<file path="config.mk">
export PLATFORM = sky130hd
export DESIGN_NAME = pc_sequencer
export DESIGN_NICKNAME = d
export VERILOG_FILES = /design/src/rtl/mips_fetch_pkg.sv /design/src/rtl/branch_resolve.sv /design/src/rtl/pc_sequencer.sv
export SDC_FILE = /design/constraint.sdc
export NUM_CORES = 1
export LEC_CHECK = 0
export BUFFER_PORTS_ARGS = -buffer_cell sky130_fd_sc_hd__buf_2
export CORE_MARGIN = 2
export CORE_UTILIZATION = 25
export DETAILED_ROUTE_END_ITERATION = 10
export PLACE_DENSITY = 0.46
export RECOVER_POWER = 100
export SLEW_MARGIN = 40
export SYNTH_ARGS = -nofsm -noshare
export SYNTH_HDL_FRONTEND = slang
export SYNTH_HIERARCHICAL = 1
export SYNTH_SLANG_ARGS = --single-unit
</file>
<file path="constraint.sdc">
create_clock -name clk -period 11.2 [get_ports clk]
set_input_delay 1.12 -clock clk [delete_from_list [all_inputs] [get_ports clk]]
set_output_delay 1.12 -clock clk [all_outputs]
set_load 0.1 [all_outputs]
</file>
<file path="src/rtl/mips_fetch_pkg.sv">
// rtl/mips_fetch_pkg.sv - shared types and constants for the MIPS fetch path
//
// Purpose: state encoding for the fetch sequencer, reset/step/link constants,
// and the branch-offset helper used by branch_resolve.
// Ports: none (package).

package mips_fetch_pkg;

  typedef enum logic [0:0] {
    S_BOOT  = 1'b0,
    S_FETCH = 1'b1
  } fetch_state_e;

  localparam logic [31:0] DEFAULT_RESET_PC = 32'hBFC0_0000;
  localparam logic [31:0] PC_STEP          = 32'd4;
  localparam logic [31:0] LINK_OFFSET      = 32'd8;

  // Sign-extended word offset of a conditional branch, already in bytes.
  function automatic logic [31:0] branch_offset(input logic [15:0] imm);
    return {{14{imm[15]}}, imm, 2'b00};
  endfunction

endpackage

</file>
<file path="src/rtl/branch_resolve.sv">
// rtl/branch_resolve.sv - combinational branch condition, target and link address
//
// Purpose: evaluates the decode-stage branch condition and computes the
// redirect target and link address for the instruction in decode.
// Ports:
//   jump, lt, gt, eq, src   control vector from the branch decoder
//   rs_val, rt_val          forwarded operands (compared as signed)
//   dec_pc                  PC of the decode instruction
//   imm, target             branch offset / J-format index
//   cond                    comparison result
//   pc4                     dec_pc + 4 (delay-slot address)
//   target_addr             redirect address (jump or branch form)
//   link_addr               dec_pc + 8

module branch_resolve
  import mips_fetch_pkg::*;
(
  input  logic        jump,
  input  logic        lt,
  input  logic        gt,
  input  logic        eq,
  input  logic        src,
  input  logic [31:0] rs_val,
  input  logic [31:0] rt_val,
  input  logic [31:0] dec_pc,
  input  logic [15:0] imm,
  input  logic [25:0] target,
  output logic        cond,
  output logic [31:0] pc4,
  output logic [31:0] target_addr,
  output logic [31:0] link_addr
);

  logic        [31:0] rhs;
  logic signed [31:0] a_s;
  logic signed [31:0] b_s;

  assign pc4       = dec_pc + PC_STEP;
  assign link_addr = dec_pc + LINK_OFFSET;

  // Without src the comparison is against zero (BLTZ/BGEZ family).
  assign rhs = src ? rt_val : 32'd0;
  assign a_s = rs_val;
  assign b_s = rhs;

  assign cond = (lt & (a_s < b_s)) | (gt & (a_s > b_s)) | (eq & (rs_val == rhs));

  always_comb begin
    target_addr = pc4 + branch_offset(imm);
    if (jump) begin
      target_addr = src ? rs_val : {pc4[31:28], target, 2'b00};
    end
  end

endmodule

</file>
<file path="src/rtl/pc_sequencer.sv">
// rtl/pc_sequencer.sv - fetch PC controller with one-entry IF register and delay-slot redirect
//
// Purpose: owns the fetch PC, issues instruction-memory requests, holds the
// IF register feeding decode, and redirects fetch after exactly one delay slot.
// Ports:
//   clk, reset                    clock, synchronous active-high reset
//   imem_req/addr/ack/rdata       instruction-memory request handshake
//   if_valid/if_instr/if_pc       IF register towards decode
//   stall                         decode not accepting
//   dec_valid, dec_pc             decode-stage instruction
//   jump..link, rs_val, rt_val,
//   imm, target                   branch decoder outputs and operands
//   br_taken                      redirect resolved this cycle
//   link_we, link_addr            link write for AL/JAL/JALR forms

module pc_sequencer
  import mips_fetch_pkg::*;
#(
  parameter logic [31:0] RESET_PC = DEFAULT_RESET_PC
) (
  input  logic        clk,
  input  logic        reset,
  output logic        imem_req,
  output logic [31:0] imem_addr,
  input  logic        imem_ack,
  input  logic [31:0] imem_rdata,
  output logic        if_valid,
  output logic [31:0] if_instr,
  output logic [31:0] if_pc,
  input  logic        stall,
  input  logic        dec_valid,
  input  logic [31:0] dec_pc,
  input  logic        jump,
  input  logic        branch,
  input  logic        lt,
  input  logic        gt,
  input  logic        eq,
  input  logic        src,
  input  logic        link,
  input  logic [31:0] rs_val,
  input  logic [31:0] rt_val,
  input  logic [15:0] imm,
  input  logic [25:0] target,
  output logic        br_taken,
  output logic        link_we,
  output logic [31:0] link_addr
);

  fetch_state_e state;
  fetch_state_e next_state;

  logic [31:0] fpc;
  logic        pend_valid;
  logic [31:0] pend_target;

  logic        cond;
  logic [31:0] pc4;
  logic [31:0] tgt;
  logic        res;
  logic        take;
  logic        kill;
  logic        pend_set;
  logic        transfer;
  logic        consume;

  branch_resolve u_resolve (
    .jump        (jump),
    .lt          (lt),
    .gt          (gt),
    .eq          (eq),
    .src         (src),
    .rs_val      (rs_val),
    .rt_val      (rt_val),
    .dec_pc      (dec_pc),
    .imm         (imm),
    .target      (target),
    .cond        (cond),
    .pc4         (pc4),
    .target_addr (tgt),
    .link_addr   (link_addr)
  );

  assign res  = dec_valid & ~stall;
  assign take = res & ~reset & (jump | (branch & cond));

  // fpc != pc4 means the delay slot is already fetched, so the sequential
  // fetch in flight is wrong-path and is dropped this cycle.
  assign kill     = take & (fpc != pc4);
  assign pend_set = take & ~kill;

  assign imem_addr = fpc;
  assign br_taken  = take;
  assign link_we   = res & link & ~reset;

  always_comb begin
    next_state = S_FETCH;
    imem_req   = 1'b0;
    if (state == S_FETCH) begin
      imem_req = ~reset & (~if_valid | ~stall) & ~kill;
    end
  end

  assign transfer = imem_req & imem_ack;
  assign consume  = if_valid & ~stall;

  always_ff @(posedge clk) begin
    if (reset) begin
      state       <= S_BOOT;
      fpc         <= RESET_PC;
      if_valid    <= 1'b0;
      if_instr    <= 32'd0;
      if_pc       <= 32'd0;
      pend_valid  <= 1'b0;
      pend_target <= 32'd0;
    end else begin
      state <= next_state;

      if (kill) begin
        fpc        <= tgt;
        pend_valid <= 1'b0;
      end else if (transfer) begin
        // A redirect resolving while its delay slot transfers goes straight
        // to the target instead of being parked in the pend register.
        if (pend_set) begin
          fpc <= tgt;
        end else if (pend_valid) begin
          fpc <= pend_target;
        end else begin
          fpc <= fpc + PC_STEP;
        end
        pend_valid <= 1'b0;
      end else if (pend_set) begin
        pend_valid  <= 1'b1;
        pend_target <= tgt;
      end

      if (transfer) begin
        if_valid <= 1'b1;
        if_instr <= imem_rdata;
        if_pc    <= fpc;
      end else if (consume) begin
        if_valid <= 1'b0;
      end
    end
  end

endmodule

</file>
After elaboration in Yosys (flattened, before gate mapping):

Index checks and enable logic that the tools add are counted.

* bits in registers: 131
* latch bits: 0
* RAM bits: 0
* memory bits (read-only): 0
* input bits: 182
* output and inout port bits: 132
* word-level logic and storage cells: 54
* memories: 0

* add/subtract/negate cells: 4
* multipliers: 0
* div/mod/pow operators: 0
* order comparisons: 2
* eq/ne operators: 2
* shift-type cells: 0
* multiplexer cells: 11
* bitwise logic cells: 24
* reduce and logical (&&, ||, !) cells: 4

Operator list (count)
* 2-to-1 mux 32 bit: 7
* adder 32 x 3 -> 32 bit (second input constant): 2
* adder 32 bit: 1
* adder 32 x 4 -> 32 bit (second input constant): 1
* == test 32 bit: 1
* greater-than comparator 32 bit: 1
* less-than comparator 32 bit: 1
* inequality test 32 bit: 1
* bitwise AND 1 bit: 15
* NOT 1 bit: 5
* 2-to-1 mux 1 bit: 4
* bitwise OR 1 bit: 4
* nonzero test 2 bit: 2
* AND reduction 3 bit: 1
* OR reduction 3 bit: 1

Longest topological paths before layout:

* depth after elaboration: 15
* gate-level depth with buffers: 23
* gate-level depth less buffers: 19

Modules after synthesis:

The synthesis kept the hierarchy.

Modules (own cells, without submodules)
* pc_sequencer: instances 1, cells an instance 789, area each 6568.8 um^2, seq. area each 2622.5 um^2
* branch_resolve: instances 1, cells an instance 618, area each 4237.8 um^2, seq. area each 0.0 um^2

Worst setup path before layout:

OpenSTA, ideal clock, no wires.

* path type: input -> output
* from: in src
* to: out imem_req
* data arrival time: 6.721 ns
* required time: 10.080 ns
* path slack: 3.359 ns
* cell stages on the path: 21
* path buffers: 6
* cell sequence: clkbuf_1 clkbuf_1 clkbuf_1 buf_1 nand2_1 ha_1 nand4_1 or2_1 nor3_1 nand3_1 mux2i_1 nand2b_1 mux2i_1 nor2_1 a21o_1 nand2_1 inv_1 o21a_1 buf_4 clkbuf_1 nor3_1

* word-level cells in the longest chain between the ends: 12
* elaborated cells between the ends (all ways): 16

RTL lines
* from (decl): line pc_sequencer.sv:38 `input logic src,`
* 2-to-1 mux 32 bit (*): line branch_resolve.sv:42 `assign rhs = src ? rt_val : 32'd0;`
* less-than comparator 32 bit or greater-than comparator 32 bit (tied branches): line branch_resolve.sv:46 `assign cond = (lt & (a_s < b_s)) | (gt & (a_s > b_s)) | (eq & (rs_val == rhs));`
* bitwise AND 1 bit: line branch_resolve.sv:46
* bitwise OR 1 bit: line branch_resolve.sv:46
* bitwise OR 1 bit (*): line branch_resolve.sv:46
* via cond: line pc_sequencer.sv:56 `logic cond;`
* bitwise AND 1 bit (*): line pc_sequencer.sv:84 `assign take = res & ~reset & (jump | (branch & cond));`
* bitwise OR 1 bit (*): line pc_sequencer.sv:84
* bitwise AND 1 bit (*): line pc_sequencer.sv:84
* bitwise AND 1 bit (*): line pc_sequencer.sv:88 `assign kill = take & (fpc != pc4);`
* NOT 1 bit (no line) (*)
* bitwise AND 1 bit (*): line pc_sequencer.sv:99 `imem_req = ~reset & (~if_valid | ~stall) & ~kill;`
* 2-to-1 mux 1 bit (*): line pc_sequencer.sv:98 `if (state == S_FETCH) begin`
* to (decl): line pc_sequencer.sv:23 `output logic imem_req,`

Mark *: on every way through the listed nets, which the timed path passes. The rest lies on a longest branch.

Worst setup path after layout:

* from: in src
* to: out br_taken

* word-level cells in the longest chain between the ends: 8
* elaborated cells between the ends (all ways): 12

RTL lines
* 2-to-1 mux 32 bit (*): line branch_resolve.sv:42
* less-than comparator 32 bit or greater-than comparator 32 bit (tied branches): line branch_resolve.sv:46
* bitwise AND 1 bit: line branch_resolve.sv:46
* bitwise OR 1 bit: line branch_resolve.sv:46
* bitwise OR 1 bit (*): line branch_resolve.sv:46
* via cond: line pc_sequencer.sv:56
* bitwise AND 1 bit (*): line pc_sequencer.sv:84
* bitwise OR 1 bit (*): line pc_sequencer.sv:84
* bitwise AND 1 bit (*): line pc_sequencer.sv:84
* to (decl): line pc_sequencer.sv:44 `output logic br_taken,`

Marked as above.

==> impl_results.md <==
- Syn_area_per_cell: 7.68 µm²
- EDFF count, synth: 0
- Xor/xnor share of the synthesized area: 9.23%
- Top_reg_cell synth: dfxtp_1
- Synth Area in Adders: 8.06%
- Total GRT Usage: 19.7%
- Hold Path Class: register to register
- Simple-Gate Fraction of Synth Area: 22.2%
- First-pass GRT wire length: ~67,000 µm
- Via count: 11.5k
- Worst Tran Pin Value: 3.18 ns
- Postcts setup bufs: 0
- Final HPWL DP: roughly 34,000 µm
- Die Wd: 212 µm
- Placed cells: 2,198
- Largest family of logic cells by synthesized area: compound AO/OA/AOI/OAI gates
- CP max stage delay: 1.21 ns
- Worst EP required: 10.08 ns
- Clock Latency Late Sink: 0.42 ns
- Cell count after synthesis: 1,407
- Final worst path period need: between 8 and 9 ns
- Initial Utilization: 25.2%
- Clock root cell: clkbuf_16
- RSZ-0062 raised after global routing: false
- Pwr dens: 120 nW/µm²
- Max Freq: 112 MHz
- Violated checks: capacitance limit, slew limit
- Final Hold Fails: 0
- Worst vdd ir: 109 µV
- 1st-iter DRT viols: 889
- Final Max Slew Viols: 120
- Post-synthesis cell type count: 91
- CP top delay family: buffers and inverters
- Clock buffer depth: 2
- Post-CTS sizing: 0
- DRC: 0
- Die area: between 40,000 and 50,000 µm²
- Number of max-cap violations: 3
- Num ports: 314
- Post-synthesis sequential area ratio: approximately a quarter
- Remaining global-route overflow: 0
- Final setup fails: 0
- Ys Warns: 6
- Relative slew margins: -112%
- CP arrival: 7.79 ns
- Buf/Inv on CP: 6
- CTS tree: yes
- Final setup TNS: 0 ns
- Maximum fanout along the worst path: 72
- Clk_skew: around 0.0099 ns
- Worst Setup End Kind: output port
- Row count: 76
- Port buffer count: roughly 310
- Pleak: ~5 nW
- Post-synth ARST share: 0%
- Clock sink count: 131
- CTS Buf Count: 17
- #FFs+latches synth: 131
- Startpoint Class: input pin
- Final core utilization: 30.3%
- CP Class: input pin to output port
- Initial antenna violation count: 1
- Mux cell area share after synthesis: roughly 5.6%
- Hold_ws: 0.473 ns
- Final estimated routing congestion in global placement: 0.944
- H-tree depth: 4
- Vias in the first global route: ~11k
- Drt first pass iters: 5
- Area grow syn2layout: 20.4%
- Via density per instance: 5.16
- Synthesized Nets: 1,658
- Core Box Area: 42,900 µm²
- Crit-path slowest cell: clkbuf_1
- Nets: 1,884
- Reg clk slew, reported paths: 0.05 ns
- Netlist Area Pre-Place: 10,800 µm²
- Die Span Y: roughly 210 µm
- Routed wire per std cell: just over 20 µm
- Largest net degree at the start of global routing: 85
- Hold bufs inserted after CTS: 0
- Final Cycle Share: approximately 80%
- Post-Layout Cell Count: ~2.2k
- Routed WL: 45,100 µm
- Detail Route Antenna Nets: 0
- Compound-cell area share of the yosys netlist: between 20% and 30%
- Outcome: finished, violations left
- Share of layout cells above drive strength 1: 16.8%
- CP cell instances: buf_2, buf_4, nand2_1, ha_1, nand4_1, or2_0, nor3_1, nand3_1, mux2i_1, nand2b_1, mux2i_1, nor2_1, a21o_1, nand2_1, clkbuf_1, clkinv_1, clkbuf_1, buf_2
-- tightest hold or removal path, delay by kind of cell (launching register included) --
family          cells  cell delay [ns]
flops               1             0.30
compound gates      2             0.12
-- metrics by stage --
stage / area [µm²] / total power [mW] / setup WS, ns
2_1_floorplan: 10800 / 0.891 / 3.36
3_3_place_gp: 12600 / 1.04 / 4.21
3_5_place_dp: 12700 / 1.04 / 4.04
4_1_cts: 13200 / 1.58 / 4.03
5_1_grt: 13000 / 1.64 / 1.72
6_report: 13000 / 1.56 / 2.29
-- kinds of logic after synthesis --
logic type	Yosys count
flip-flops	131
AND/OR/NAND/NOR	474
XOR/XNOR	113
adder cells (fa/ha/maj)	69
AO/OA/AOI/OAI	410
buffers and inverters	151
multiplexers	59
-- placed cells by master, fill, tap and decap left out, drive strengths merged, types with 5 or more instances in the layout --
master    n
and4      6
mux2i    50
and2      6
nor3     29
clkinv    6
a21oi   133
inv      31
o21a      8
clkbuf  155
xor2     58
nand4    35
dfxtp   131
nor4     17
or3       8
mux2      9
a311oi    9
nand3   106
a211oi    7
a31o      6
buf     192
a31oi    12
o21ai   121
nor2b     5
xnor2    55
o22ai     6
o31ai    10
nor2    104
o211ai   14
nand2b   14
nand2   117
a221oi   11
a21o     24
and3     15
ha       68
-- power breakdown --
part	internal (mW)	switching [mW]
Sequential	0.479	0.0246
Combinational	0.143	0.378
Clock	0.332	0.206
Total	0.955	0.609
-- sequential cells by signal, summed over array words and instances, names as in the netlist --
| name | cells |
|---|---|
| state | 1 |
| imem_addr | 32 |
| if_valid | 1 |
| pend_valid | 1 |
| if_pc | 32 |
| if_instr | 32 |
| pend_target | 32 |
-- cell type report --
cell class / count / area [µm²]
fillers: 4686 / 29900
multi-input cells: 1125 / 7490
flip-flops and latches: 131 / 2630
repair buffers: 326 / 1500
well taps: 585 / 732
clock buffers: 21 / 460
inverters: 32 / 120
clock inverters: 7 / 85.1
diodes: 1 / 2.50
-- path summary, 6_finish.rpt --
check / start / to / slack [ns] / cells after the start
setup reg to reg: imem_addr[18]$_SDFFE_PP0P_ / pend_target[24]$_SDFFE_PP0P_ / 7.44 / 7
hold / removal: if_pc[15]$_SDFFE_PP0P_ / if_pc[15]$_SDFFE_PP0P_ / 0.47 / 2
setup / recovery: src / br_taken / 2.29 / 18
hold reg to reg: if_pc[15]$_SDFFE_PP0P_ / if_pc[15]$_SDFFE_PP0P_ / 0.47 / 2
-- cell usage after synthesis, types with 9 or more instances --
| cell | number | area [µm²] |
|---|---|---|
| nand2_1 | 116 | 435 |
| nand4_1 | 31 | 194 |
| dfxtp_1 | 131 | 2620 |
| o211ai_1 | 14 | 105 |
| a221oi_1 | 10 | 87.6 |
| a21o_1 | 24 | 180 |
| o21ai_0 | 108 | 541 |
| and3_1 | 15 | 93.8 |
| nor3_1 | 28 | 140 |
| o31ai_1 | 10 | 75.1 |
| o21ai_1 | 10 | 50.1 |
| xnor2_1 | 54 | 473 |
| nor2_1 | 102 | 383 |
| mux2i_1 | 50 | 500 |
| mux2_2 | 9 | 101 |
| nand3_1 | 103 | 515 |
| a31oi_1 | 11 | 68.8 |
| ha_1 | 68 | 851 |
| nand2b_1 | 14 | 87.6 |
| nor4_1 | 12 | 75.1 |
| buf_4 | 14 | 105 |
| clkbuf_1 | 73 | 274 |
| buf_2 | 17 | 85.1 |
| a21oi_1 | 131 | 656 |
| xor2_1 | 58 | 508 |
| inv_1 | 30 | 113 |
-- metal layers --
layer  global-route usage (%)  wire [µm]  part of all wire (%)  vias up
met2                     33.5      21900                    49      324
met5                        0          0                     0        -
li1                         -          -                     -     5580
met1                     25.5      19900                    44     5530
met3                     2.61       1990                   4.4       54
met4                     6.82       1310                   2.9        0
No activity file was read; power rests on OpenSTA's default activity.
